### src/rtl/alu_pkg.sv
// alu_pkg: ALU opcode enum and datapath width shared by the ALU, its interface and the control decoder
package alu_pkg;
  localparam int ALU_W = 32;
  typedef enum logic [2:0] {
    ALU_ADD = 3'd0,
    ALU_SUB = 3'd1,
    ALU_MUL = 3'd2,
    ALU_DIV = 3'd3,
    ALU_AND = 3'd4,
    ALU_OR  = 3'd5,
    ALU_XOR = 3'd6,
    ALU_SLT = 3'd7
  } alu_op_e;
endpackage

### src/rtl/arithmetic_logic_unit_if.sv
// arithmetic_logic_unit_if: ALU bus; master drives inpReadData1/inpData2/aluControl, slave returns aluResult/outZero/outDivZero
interface arithmetic_logic_unit_if;
  import alu_pkg::*;
  logic [ALU_W-1:0] inpReadData1;
  logic [ALU_W-1:0] inpData2;
  logic [2:0] aluControl;
  logic [ALU_W-1:0] aluResult;
  logic outZero;
  logic outDivZero;
  modport master(output inpReadData1, inpData2, aluControl, input aluResult, outZero, outDivZero);
  modport slave(input inpReadData1, inpData2, aluControl, output aluResult, outZero, outDivZero);
endinterface

### src/rtl/alu_signed_divider.sv
// alu_signed_divider: combinational signed a/b (truncating) via restoring division on magnitudes; ports a, b in, q out
module alu_signed_divider
  import alu_pkg::*;
(
  input  logic [ALU_W-1:0] a,
  input  logic [ALU_W-1:0] b,
  output logic [ALU_W-1:0] q
);
  logic [ALU_W-1:0] ma, mb, quo;
  logic [ALU_W:0] rem;
  assign ma = a[ALU_W-1] ? -a : a;
  assign mb = b[ALU_W-1] ? -b : b;
  always_comb begin
    rem = '0;
    quo = '0;
    for (int i = ALU_W - 1; i >= 0; i--) begin
      rem = {rem[ALU_W-1:0], ma[i]};
      quo[i] = rem >= {1'b0, mb};
      rem = quo[i] ? rem - {1'b0, mb} : rem;
    end
  end
  assign q = (b == '0) ? '1 :
             (a == {1'b1, {(ALU_W-1){1'b0}}} && b == '1) ? a :
             (a[ALU_W-1] ^ b[ALU_W-1]) ? -quo : quo;
endmodule

### src/rtl/arithmetic_logic_unit.sv
// arithmetic_logic_unit: combinational 32-bit ALU with sticky divide-by-zero flag; ports clk, rst_n, bus (slave)
module arithmetic_logic_unit
  import alu_pkg::*;
(
  input logic clk,
  input logic rst_n,
  arithmetic_logic_unit_if.slave bus
);
  logic [ALU_W-1:0] a, b, quo, res;
  logic div_zero;
  assign a = bus.inpReadData1;
  assign b = bus.inpData2;
  alu_signed_divider u_div (.a(a), .b(b), .q(quo));
  always_comb begin
    res = '0;
    case (alu_op_e'(bus.aluControl))
      ALU_ADD: res = a + b;
      ALU_SUB: res = a - b;
      ALU_MUL: res = $signed(a) * $signed(b);
      ALU_DIV: res = quo;
      ALU_AND: res = a & b;
      ALU_OR:  res = a | b;
      ALU_XOR: res = a ^ b;
      ALU_SLT: res = {{(ALU_W-1){1'b0}}, $signed(a) < $signed(b)};
      default: res = '0;
    endcase
  end
  always_ff @(posedge clk or negedge rst_n)
    if (!rst_n) div_zero <= 1'b0;
    else if (bus.aluControl == ALU_DIV && b == '0) div_zero <= 1'b1;
  assign bus.aluResult = res;
  assign bus.outZero = res == '0;
  assign bus.outDivZero = div_zero;
endmodule

### src/flat_wrapper.sv
// flat-port wrapper written by rule: the top's interface ports become plain ports
module arithmetic_logic_unit_flat import alu_pkg::*;
  (clk, rst_n, bus_inpReadData1, bus_inpData2, bus_aluControl, bus_aluResult, bus_outZero, bus_outDivZero);
  arithmetic_logic_unit_if bus_i ();
  input logic clk;
  input logic rst_n;
  input wire logic [$bits(bus_i.inpReadData1)-1:0] bus_inpReadData1;
  input wire logic [$bits(bus_i.inpData2)-1:0] bus_inpData2;
  input wire logic [$bits(bus_i.aluControl)-1:0] bus_aluControl;
  output wire logic [$bits(bus_i.aluResult)-1:0] bus_aluResult;
  output wire logic [$bits(bus_i.outZero)-1:0] bus_outZero;
  output wire logic [$bits(bus_i.outDivZero)-1:0] bus_outDivZero;
  assign bus_i.inpReadData1 = bus_inpReadData1;
  assign bus_i.inpData2 = bus_inpData2;
  assign bus_i.aluControl = bus_aluControl;
  assign bus_aluResult = bus_i.aluResult;
  assign bus_outZero = bus_i.outZero;
  assign bus_outDivZero = bus_i.outDivZero;
  arithmetic_logic_unit u_core (.clk(clk), .rst_n(rst_n), .bus(bus_i));
endmodule
### config.mk
export PLATFORM = sky130hd
export DESIGN_NAME = arithmetic_logic_unit_flat
export DESIGN_NICKNAME = d
export VERILOG_FILES = /design/src/rtl/alu_pkg.sv /design/src/rtl/arithmetic_logic_unit_if.sv /design/src/rtl/alu_signed_divider.sv /design/src/rtl/arithmetic_logic_unit.sv /design/src/flat_wrapper.sv
export SDC_FILE = /design/constraint.sdc
export NUM_CORES = 2
export LEC_CHECK = 0
export CAP_MARGIN = 10
export CORE_ASPECT_RATIO = 1.75
export CORE_MARGIN = 2
export CORE_UTILIZATION = 30
export DETAILED_ROUTE_END_ITERATION = 16
export HOLD_SLACK_MARGIN = 0.1
export PLACE_DENSITY = 0.55
export SETUP_SLACK_MARGIN = 0.02
export SLEW_MARGIN = 10
export SYNTH_ARGS = -nofsm -noshare
export SYNTH_HDL_FRONTEND = slang
export SYNTH_SLANG_ARGS = --single-unit
### constraint.sdc
create_clock -name clk -period 606.5 [get_ports clk]
set_clock_uncertainty 0.1 [all_clocks]
set_input_delay 60.65 -clock clk [delete_from_list [all_inputs] [get_ports clk]]
set_output_delay 60.65 -clock clk [all_outputs]
set_load 0.01 [all_outputs]
==> flow_metrics.py <==
metrics = {
    "status": {
        "status": "complete, but fails checks",
        "violations": "slew limit",
    },
    "floorplanning": {
        "die_h_um": 688,
        "start_util": 0.301,
        "die_width_um": 395,
        "core_um2": 266000,
        "rows": 251,
        "die_area_um2": 271000,
        "ios": 103,
    },
    "logic_synthesis": {
        "async_flop_share": 1.00,
        "syn_inst": 11100,
        "synthFlopType": "dfrtp_1",
        "syn-num-nets": 12800,
        "synth.cell_area_um2": 80100,
        "synth_edf_count": 0,
        "yosys_warnings": 0,
        "ys_ff_latch": 1,
        "synth_cell_types": 116,
        "avgSynthCellArea_um2": 7.23,
        "seq_area_frac_synth": 0.000312,
    },
    "final_layout": {
        "largest_register_ffs": 1,
        "area_delta_synth_final_pct": 7.82,
        "regArea_um2": 25.0,
        "drive_above_1_share": 0.0856,
        "n_fill_cell": 29300,
        "multi_input_area_um2": 74900,
        "nets": 12800,
    },
    "sta": {
        "max_clock_freq_mhz": 3.27,
        "setup_violations": 0,
        "final_hold_viol_count": 0,
        "worstMarginPinSlew_ns": 1.56,
        "grt_setup_unrepaired": "no",
        "fin_crit_sh": 0.505,
        "relSlewSlack": -0.0414,
        "fin_crit_ns": 306.20,
        "slew_viol_final": 1,
        "fin_tns_setup_ns": 0,
    },
    "worst_setup_path": {
        "setup.worst_path.class": "in -> out",
        "cp_slowest_stage_delay_ns": 0.95,
        "r2r_start": "u_core.bus.outDivZero$_DFFE_PN0P_",
        "critPathLaunchType": "input pin",
        "slowest_stage": "a211oi_1",
        "ff2ff_path_depth": 1,
        "worst_ep_required_time_ns": 545.75,
        "end_kind": "output pin",
        "crit_top_cell": "o21ai_0",
        "cp-endpoint": "bus_outZero",
        "r2r_end": "u_core.bus.outDivZero$_DFFE_PN0P_",
        "crit_arrival_ns": 245.45,
        "critPathMaxFanout": 45,
        "rrSetupSlack_ns": 605.77,
        "startpoint": "bus_inpReadData1[6]",
    },
    "routing": {
        "viasPerCell": 5.91,
        "route.detailed.drc": 0,
        "dr.first_iter.drc_count": 6420,
        "via_count": 86400,
        "dr.pass1.iters": 9,
        "wl_um": 401000,
        "drtAntennaViolNets": 0,
        "wl_per_cell_um": 27.5,
    },
    "placement": {
        "dp_hpwl_um": 325000,
        "port_buffers": 102,
        "gp_congestion": 1.08,
    },
    "clock_tree": {
        "insertion_delay_ns": 0,
        "clk_pin_slew_ns": 0,
        "postCtsSetupBuffers": 0,
        "cts_resized": 0,
        "hold_buffers": 0,
    },
    "grt": {
        "overflow": 0,
        "grt_pass1_wl_um": 577000,
        "grt_usage": 0.286,
        "antenna_found_initial": 35,
        "grt_pass1_vias": 87700,
        "grt_max_degree": 54,
    },
    "worst_hold_path": {
        "worstHoldPathType": "reg -> reg",
        "hold_path_depth": 1,
    },
    "run": {
        "max_cap_viol_count": 0,
    },
}
[through the flow]
| stage | hold WS [ns] | utilization | instance area, um^2 | instances | worst slack, ns |
|---|---|---|---|---|---|
| 2_1_floorplan | 0.404 | - | 80100 | 11100 | 324.07 |
| 6_report | 0.368 | 0.324 | 86400 | 14600 | 300.30 |
| 4_1_cts | 0.368 | 0.324 | 86200 | 14600 | 303.96 |
| 5_1_grt | 0.379 | 0.324 | 86300 | 14600 | 282.72 |
| 3_3_place_gp | 0.356 | 0.324 | 86200 | 14600 | 308.71 |
| 3_5_place_dp | 0.363 | 0.324 | 86200 | 14600 | 304.76 |
[how the worst min path moves through the flow]
stage                                                 start                                end  slack [ns]
after CTS                 u_core.bus.outDivZero$_DFFE_PN0P_  u_core.bus.outDivZero$_DFFE_PN0P_        0.37
after floorplan           u_core.bus.outDivZero$_DFFE_PN0P_  u_core.bus.outDivZero$_DFFE_PN0P_        0.40
final                     u_core.bus.outDivZero$_DFFE_PN0P_  u_core.bus.outDivZero$_DFFE_PN0P_        0.37
after global placement    u_core.bus.outDivZero$_DFFE_PN0P_  u_core.bus.outDivZero$_DFFE_PN0P_        0.36
after detailed placement  u_core.bus.outDivZero$_DFFE_PN0P_  u_core.bus.outDivZero$_DFFE_PN0P_        0.36
after global routing      u_core.bus.outDivZero$_DFFE_PN0P_  u_core.bus.outDivZero$_DFFE_PN0P_        0.38
[worst max-delay path, delay by kind of cell]
| family | cells | cell delay, ns |
|---|---|---|
| adders and majority gates | 45 | 14.51 |
| buffers and inverters | 41 | 13.08 |
| AOI/OAI and AO/OA | 858 | 183.51 |
| and+or+nand+nor | 137 | 35.60 |
| xor gates and xnor gates | 1 | 0.32 |
| muxes | 43 | 17.94 |
[cells in the mapped netlist (all sizes together) (29+ instances only)]
cell type / n / area, um^2
nor2: 1023 / 3850
or2: 37 / 231
a31oi: 77 / 482
nand4: 212 / 1330
nand3: 175 / 886
inv: 1130 / 4240
clkbuf: 246 / 923
and2: 51 / 319
nand2: 1103 / 4140
a21boi: 189 / 1420
o21ai: 765 / 3840
a211oi: 81 / 613
a21o: 358 / 2690
mux2: 529 / 5960
nor3: 173 / 876
fa: 440 / 8810
a21oi: 808 / 4060
o21a: 105 / 790
nor4: 78 / 543
and3: 61 / 382
nand2b: 105 / 657
mux2i: 179 / 1800
a221o: 29 / 290
xnor2: 625 / 5470
o21bai: 129 / 968
o211ai: 49 / 368
o31ai: 83 / 623
nor2b: 114 / 713
xor2: 246 / 2150
a221oi: 42 / 409
ha: 1243 / 15600
buf: 92 / 408
or3: 51 / 324
[layout by cell type, fill, tap and decap left out, types with 28 or more instances in the layout]
| cell type | Yosys | routed |
|---|---|---|
| fa_1 | 440 | 440 |
| mux2i_1 | 178 | 176 |
| nor3_1 | 171 | 165 |
| o21a_1 | 104 | 103 |
| a21boi_0 | 183 | 183 |
| xnor2_2 | 0 | 28 |
| and3_1 | 61 | 61 |
| mux2_2 | 529 | 529 |
| a21o_1 | 358 | 358 |
| inv_1 | 1127 | 1125 |
| a211oi_1 | 80 | 78 |
| a31oi_1 | 77 | 77 |
| a21oi_1 | 805 | 803 |
| nor4_1 | 72 | 70 |
| o31ai_1 | 83 | 82 |
| a221o_1 | 29 | 29 |
| and2_1 | 50 | 50 |
| nand2b_1 | 105 | 105 |
| or2_2 | 33 | 33 |
| nand3_1 | 173 | 173 |
| o21ai_0 | 751 | 749 |
| ha_1 | 1243 | 1243 |
| xnor2_1 | 625 | 597 |
| nand4_1 | 211 | 211 |
| nor2_1 | 1020 | 1009 |
| nor2b_1 | 114 | 114 |
| nand2_1 | 1102 | 1101 |
| xor2_1 | 246 | 246 |
| or3_1 | 50 | 49 |
| a221oi_1 | 39 | 39 |
| buf_4 | 3 | 216 |
| o211ai_1 | 49 | 49 |
| o21bai_1 | 129 | 129 |
| clkdlybuf4s50_1 | 0 | 96 |
[cells by family (layout without fill, tap and decap cells)]
logic type,count (synthesis),in the layout,synth area share
mux,708,708,0.0968
fa+ha+maj,1683,1683,0.304
simple gates,3280,3280,0.188
compound gates,3047,3047,0.245
buf+inv,1483,1468,0.0703
other cells,0,20,0
flops,1,1,0.000312
xor+xnor,871,871,0.0952
[per-layer routing]
| metal | track usage | part of all wire | up-vias |
|---|---|---|---|
| met5 | 0 | 0.00031 | - |
| met3 | 0.0756 | 0.073 | 2071 |
| met4 | 0.315 | 0.13 | 20 |
| met2 | 0.498 | 0.48 | 3906 |
| li1 | - | - | 39200 |
| met1 | 0.257 | 0.31 | 41100 |
[cell type report]
cell class	instances	area share
repair buffers	323	0.0312
well taps	3542	0.0513
multi-input cells	9589	0.867
inverters	1145	0.0498
diodes	20	0.000580
flip-flops and latches	1	0.000290
